### config.mk
export PLATFORM = sky130hd
export DESIGN_NAME = mul_unit
export DESIGN_NICKNAME = d
export VERILOG_FILES = /design/src/rtl/mul_unit.sv
export SDC_FILE = /design/constraint.sdc
export NUM_CORES = 2
export LEC_CHECK = 0
export ABC_AREA = 1
export CAP_MARGIN = 20
export CORE_MARGIN = 8
export CORE_UTILIZATION = 60
export DETAILED_ROUTE_END_ITERATION = 7
export DONT_BUFFER_PORTS = 1
export MAX_ROUTING_LAYER = met4
export PLACE_DENSITY = 0.73
export SYNTH_ARGS = -nofsm -noshare
export SYNTH_HDL_FRONTEND = slang
export SYNTH_HIERARCHICAL = 1
export SYNTH_SLANG_ARGS = --single-unit
### constraint.sdc
create_clock -name clk -period 8.5 [get_ports clk]
set_clock_uncertainty 0.05 [all_clocks]
set_input_delay 1.7 -clock clk [delete_from_list [all_inputs] [get_ports clk]]
set_output_delay 1.7 -clock clk [all_outputs]
set_load 0.05 [all_outputs]
### src/rtl/mul_unit.sv
// RV32M multiply unit: three-stage valid/ready pipeline around an
// unsigned 32x32 array, with sign handling on either side of it.
module multiplier32 (
    input  logic [31:0] a,
    input  logic [31:0] b,
    output logic [63:0] p
);

    assign p = {32'd0, a} * {32'd0, b};

endmodule

module mul_unit #(
    parameter int TAG_W = 5
) (
    input  logic             clk,
    input  logic             rst,
    input  logic             flush,
    input  logic             in_valid,
    output logic             in_ready,
    input  logic [1:0]       in_op,
    input  logic [31:0]      in_a,
    input  logic [31:0]      in_b,
    input  logic [TAG_W-1:0] in_tag,
    output logic             out_valid,
    input  logic             out_ready,
    output logic [31:0]      out_result,
    output logic [TAG_W-1:0] out_tag,
    output logic             busy
);

    localparam logic [1:0] OP_MUL   = 2'b00;
    localparam logic [1:0] OP_MULHU = 2'b11;

    typedef struct packed {
        logic             sign_res;
        logic [1:0]       op;
        logic [TAG_W-1:0] tag;
    } ctl_t;

    logic        s1_valid;
    ctl_t        s1_ctl;
    logic [31:0] s1_mag_a;
    logic [31:0] s1_mag_b;

    logic        s2_valid;
    ctl_t        s2_ctl;
    logic [63:0] s2_prod;

    logic        rdy1;
    logic        rdy2;
    logic        rdy3;
    logic        load1;
    logic        load2;
    logic        load3;

    logic        sign_a;
    logic        sign_b;
    logic [31:0] mag_a;
    logic [31:0] mag_b;
    logic [63:0] prod;
    logic [63:0] full;

    // Each stage can take new data when empty or when it is draining.
    assign rdy3     = !out_valid || out_ready;
    assign rdy2     = !s2_valid || rdy3;
    assign rdy1     = !s1_valid || rdy2;
    assign in_ready = rdy1 && !flush;

    assign load1 = in_valid && in_ready;
    assign load2 = s1_valid && rdy2;
    assign load3 = s2_valid && rdy3;

    assign busy = s1_valid || s2_valid || out_valid;

    // MULHU treats a as unsigned; only MUL/MULH treat b as signed.
    always_comb begin
        sign_a = in_a[31] && (in_op != OP_MULHU);
        sign_b = in_b[31] && !in_op[1];
        mag_a  = sign_a ? (~in_a + 32'd1) : in_a;
        mag_b  = sign_b ? (~in_b + 32'd1) : in_b;
    end

    multiplier32 u_array (
        .a (s1_mag_a),
        .b (s1_mag_b),
        .p (prod)
    );

    assign full = s2_ctl.sign_res ? (~s2_prod + 64'd1) : s2_prod;

    always_ff @(posedge clk or posedge rst) begin
        if (rst) begin
            s1_valid <= 1'b0;
            s2_valid <= 1'b0;
            out_valid <= 1'b0;
        end else if (flush) begin
            s1_valid <= 1'b0;
            s2_valid <= 1'b0;
            out_valid <= 1'b0;
        end else begin
            if (rdy1) s1_valid <= in_valid;
            if (rdy2) s2_valid <= s1_valid;
            if (rdy3) out_valid <= s2_valid;
        end
    end

    always_ff @(posedge clk or posedge rst) begin
        if (rst) begin
            out_result <= '0;
            out_tag    <= '0;
        end else if (load3) begin
            out_result <= (s2_ctl.op == OP_MUL) ? full[31:0] : full[63:32];
            out_tag    <= s2_ctl.tag;
        end
    end

    always_ff @(posedge clk) begin
        if (load1) begin
            s1_ctl   <= '{sign_res: sign_a ^ sign_b, op: in_op, tag: in_tag};
            s1_mag_a <= mag_a;
            s1_mag_b <= mag_b;
        end
        if (load2) begin
            s2_ctl  <= s1_ctl;
            s2_prod <= prod;
        end
    end

endmodule
# Word level (Yosys, flattened, before mapping)
# Cells that the tools add are included.
word_totals:
  ff_bits: 184
  input_bits: 76
  out_inout_bits: 40
  word_cells: 53
op_classes:
  addsub: 3
  n_mul: 1
  n_eq_ne: 1
  n_mux: 10
  bitwise: 4
  n_reduce_logical: 20
ops:
  columns: ["op", "count"]
  rows:
  - ["two-way mux 32 bit", 3]
  - ["adder 32 x 1 -> 32 bit, second input constant", 2]
  - ["adder 64 x 1 -> 64 bit, second input constant", 1]
  - ["multiplier 32 x 32 -> 64 bit", 1]
  - ["two-way mux 64 bit", 1]
  - ["inverter 32 bit", 2]
  - ["inverter 64 bit", 1]
  - ["logical AND 1 bit", 6]
  - ["two-way mux 1 bit", 6]
  - ["nonzero test 2 bit", 3]
  - ["zero test 1 bit", 5]
  - ["logical OR 1 bit", 5]
  - ["zero test 2 bit", 1]
  - ["!= test 2 bit, second input constant", 1]
  - ["XOR 1 bit", 1]

# Longest topological paths before layout
depth:
  word_depth: 6
  depth_mapped: 30
  depth_no_buf: 29

# Modules after synthesis
# The synthesis kept the hierarchy.
by_module_without_submodules:
  columns: ["mod", "n_inst", "cells_per_inst", "area_each_um2", "seq_area_each_um2"]
  rows:
  - ["multiplier32", 1, 4960, 36134.7, 0.0]
  - ["mul_unit", 1, 1225, 10289.9, 5325.1]

# Worst setup path before layout
# No wires, ideal clock.
synth_timing:
  path_type: "register to register"
  startpoint: "reg s1_mag_a[25]"
  endpoint: "reg s2_prod[62], data pin"
  setup_ns: 0.252
  arrival_ns: 6.097
  t_required_ns: 8.198
  setup_slack_ns: 2.100
  path_stages_with_launch: 26
  path_buffers: 1
  synth_period_minus_slack_ns: 6.400
  path_cell_list: "edfxtp_1 clkbuf_1 nand2_1 fa_1 inv_1 fa_1 inv_1 fa_1 inv_1 fa_1 fa_1 fa_1 fa_1 inv_1 fa_1 inv_1 ha_1 nand2_2 nor2_1 inv_2 nor2_4 nand2_1 nor3_2 nand2_1 nand3_1 nand2_1"
synth_between:
  elab_chain_len: 1
synth_lines:
  columns: ["element", "line", "rtl"]
  rows:
  - ["from (decl)", "43", "logic [31:0] s1_mag_a;"]
  - ["from (signal assigned)", "121", "s1_mag_a <= mag_a;"]
  - ["multiplier 32 x 32 -> 64 bit", "9", "assign p = {32'd0, a} * {32'd0, b};"]
  - ["net prod[62]", "61", "logic [63:0] prod;"]
  - ["to (signal assigned)", "126", "s2_prod <= prod;"]
  - ["to (decl)", "48", "logic [63:0] s2_prod;"]
# The timed path passes the listed nets, and every way through them passes these cells.
# A chain may end at the register's enable or synchronous reset.

# Worst setup path in the final report
layout_timing:
  startpoint: "reg s1_mag_b[17]"
  endpoint: "reg s2_prod[62], data pin"
layout_between:
  elab_chain_len: 1
layout_lines:
  columns: ["element", "line", "rtl"]
  rows:
  - ["from (decl)", "44", "logic [31:0] s1_mag_b;"]
  - ["from (signal assigned)", "122", "s1_mag_b <= mag_b;"]
  - ["multiplier 32 x 32 -> 64 bit", "9", null]
  - ["net prod[62]", "61", null]
# The timed path passes the listed nets, and every way through them passes these cells.

==> metrics.cfg <==
[status]
status=complete, no violations

[die]
rows=102
io_pins=116
die_y_microns=294
die_w_microns=294
core_sq_um=77100
start_util_pct=60.2
dieArea_sq_um=86500

[clock_tree]
cts_buffers=17
cts.clk_slew.worst_paths_ns=0.09
clockRootBuffer=clkbuf_16
h-tree-depth=4
cts_tree=built
post_cts_buffers=0
cts_buffer_depth=2
cts_resized=0
insertion_delay_ns=0.52
cts.sinks=184
cts_hold_buffers=0

[sta]
fin_setup_tns_ns=0
slew_headroom_pct=24.1
fmax_ghz=0.128
fin_crit_sh_pct=92.1
drv_slew=0
post-route-min-period_ns=7.83
rsz0062_at_grt=no
finalHoldViolations=0
finalSetupViolations=0
hold_slack_ns=0.370
setup_ws_ns=0.674
tightestPinTransition_ns=1.14

[grt]
grt_pass1_vias=40386
grt_use_total_pct=34.5
grt_pass1_wl_microns=223000
grt_max_degree=73
antenna_found_initial=4
gr-total-overflow=0

[setup_path]
critPathCaptureType=flop
cpPeakStageDelay_ns=0.84
worstPathArrival_ns=8.02
crit_path_top_delay_cell=edfxtp_1
crit_required_ns=8.70
critPathKind=flop to flop
critPathLaunchType=flop
worstPathMaxFanout=17
rr_worst_depth=25

[synth]
synth_area_per_cell_sq_um=7.51
synthCells=6185
synth-edff-count=144
ys_warn_count=6
synth_cell_type_count=45
synthesis.area_sq_um=46400
synthTopCellsByArea=fa_1 (39%), nand2_1 (15%), inv_1 (15%), edfxtp_1 (9.3%), ha_1 (7.2%)
async_flop_share_pct=21.7
synth-main-ff-cell=edfxtp_1
syn-num-nets=7423
ys_ff_latch=184
ys_seq_area_share_pct=11.5
yosysTopAreaCell=fa_1
synth.top_cell.area_share_pct=38.6

[detailed_routing]
drtPass1Iterations=5
wl_per_cell_microns=19.9
vias=38118
viasPerCell=5.33
drtIter0Drc=3212
totalWireLength_microns=142000
drc=0
ant_nets=0

[worst_hold_path]
hold_depth=0
min_path_type=flop to flop

[finish]
area_delta_synth_final_pct=4.40
final_cell_mix=nand2_1 (1,854), inv_1 (1,835), fa_1 (896), nor2_1 (274), ha_1 (266)
final_net_count=7334
final_common_cell=nand2_1
drive_above_1_share_pct=4.73
final_util_pct=62.9

[placement]
io_buffers=0
dp_hpwl_microns=116000
dp_slack_ns=0.662
gp_congestion=1.00

[run]
drv_cap=0

==> final timing paths <==
| kind | startpoint | endpoint | slack (ns) |
|---|---|---|---|
| worst max-delay path | s1_mag_b[17]$_DFFE_PP_ | s2_prod[62]$_DFFE_PP_ | 0.67 |
| worst min-delay path | s1_ctl[6]$_DFFE_PP_ | s2_ctl[6]$_DFFE_PP_ | 0.37 |
| worst max register to register | s1_mag_b[17]$_DFFE_PP_ | s2_prod[62]$_DFFE_PP_ | 0.67 |
| worst min register to register | s1_ctl[6]$_DFFE_PP_ | s2_ctl[6]$_DFFE_PP_ | 0.37 |
| max in group asynchronous | rst | out_result[7]$_DFFE_PP0P_ | 6.81 |
| min in group asynchronous | rst | out_tag[2]$_DFFE_PP0P_ | 1.17 |
==> flip-flops by register name (all words and copies together) (netlist names), 5 cells and up <==
register,flops
s1_ctl,8
s2_ctl,8
out_result,32
s2_prod,64
s1_mag_a,32
s1_mag_b,32
out_tag,5
==> critical path: cells and delay by family (launching register included) <==
| family | cells | cell delay, ns |
|---|---|---|
| AOI/OAI and AO/OA | 2 | 0.54 |
| adders and majority gates | 9 | 4.52 |
| buffers and inverters | 6 | 0.79 |
| DFF | 1 | 0.84 |
| and+or+nand+nor | 8 | 0.79 |
==> through the flow <==
stage | cells | area (sq um)
after CTS | 7148 | 48400
final | 7150 | 48500
after global routing | 7150 | 48500
after detailed placement | 7116 | 47800
after global placement | 7115 | 47800
after floorplan | 6185 | 46400
==> synth_stat cells (all sizes together) (10+ instances only) <==
master / number
nand3: 175
dfrtp: 40
edfxtp: 144
xor2: 74
nand4: 29
a21oi: 103
nand2: 1884
nand3b: 19
buf: 20
a31oi: 10
o21ai: 59
nor2: 330
o21bai: 13
inv: 1862
xnor2: 15
fa: 896
clkbuf: 201
ha: 266
nor3: 29
==> per-layer routing <==
layer / GRT usage [%] / part of all wire [%]
met1: 41.9 / 38
met2: 55.0 / 46
met3: 8.34 / 11
met4: 15.4 / 5.4
met5: - / 0
==> kinds of logic (layout without fill, tap and decap cells) <==
group | after synthesis | count (layout) | share of synthesized area, %
buf+inv | 2084 | 2008 | 16.9
compound gates | 194 | 194 | 2.32
fa+ha+maj | 1162 | 1162 | 45.8
other cells | 0 | 1 | 0
simple gates | 2472 | 2472 | 21.8
flops | 184 | 184 | 11.5
xor+xnor | 89 | 89 | 1.68
==> final cells by class <==
cell class / instances / area, sq um
Multi-Input combinational cell: 3917 / 33300
Antenna cell: 1 / 2.50
Tap cell: 1040 / 1300
Timing Repair Buffer: 113 / 938
Clock buffer: 17 / 425
Sequential cell: 184 / 5330
Clock inverter: 15 / 220
Inverter: 1863 / 6990
Fill cell: 7002 / 28600
Power is not shown: default switching activity piles up to over one toggle a cycle in this logic, so the estimate is an artifact.
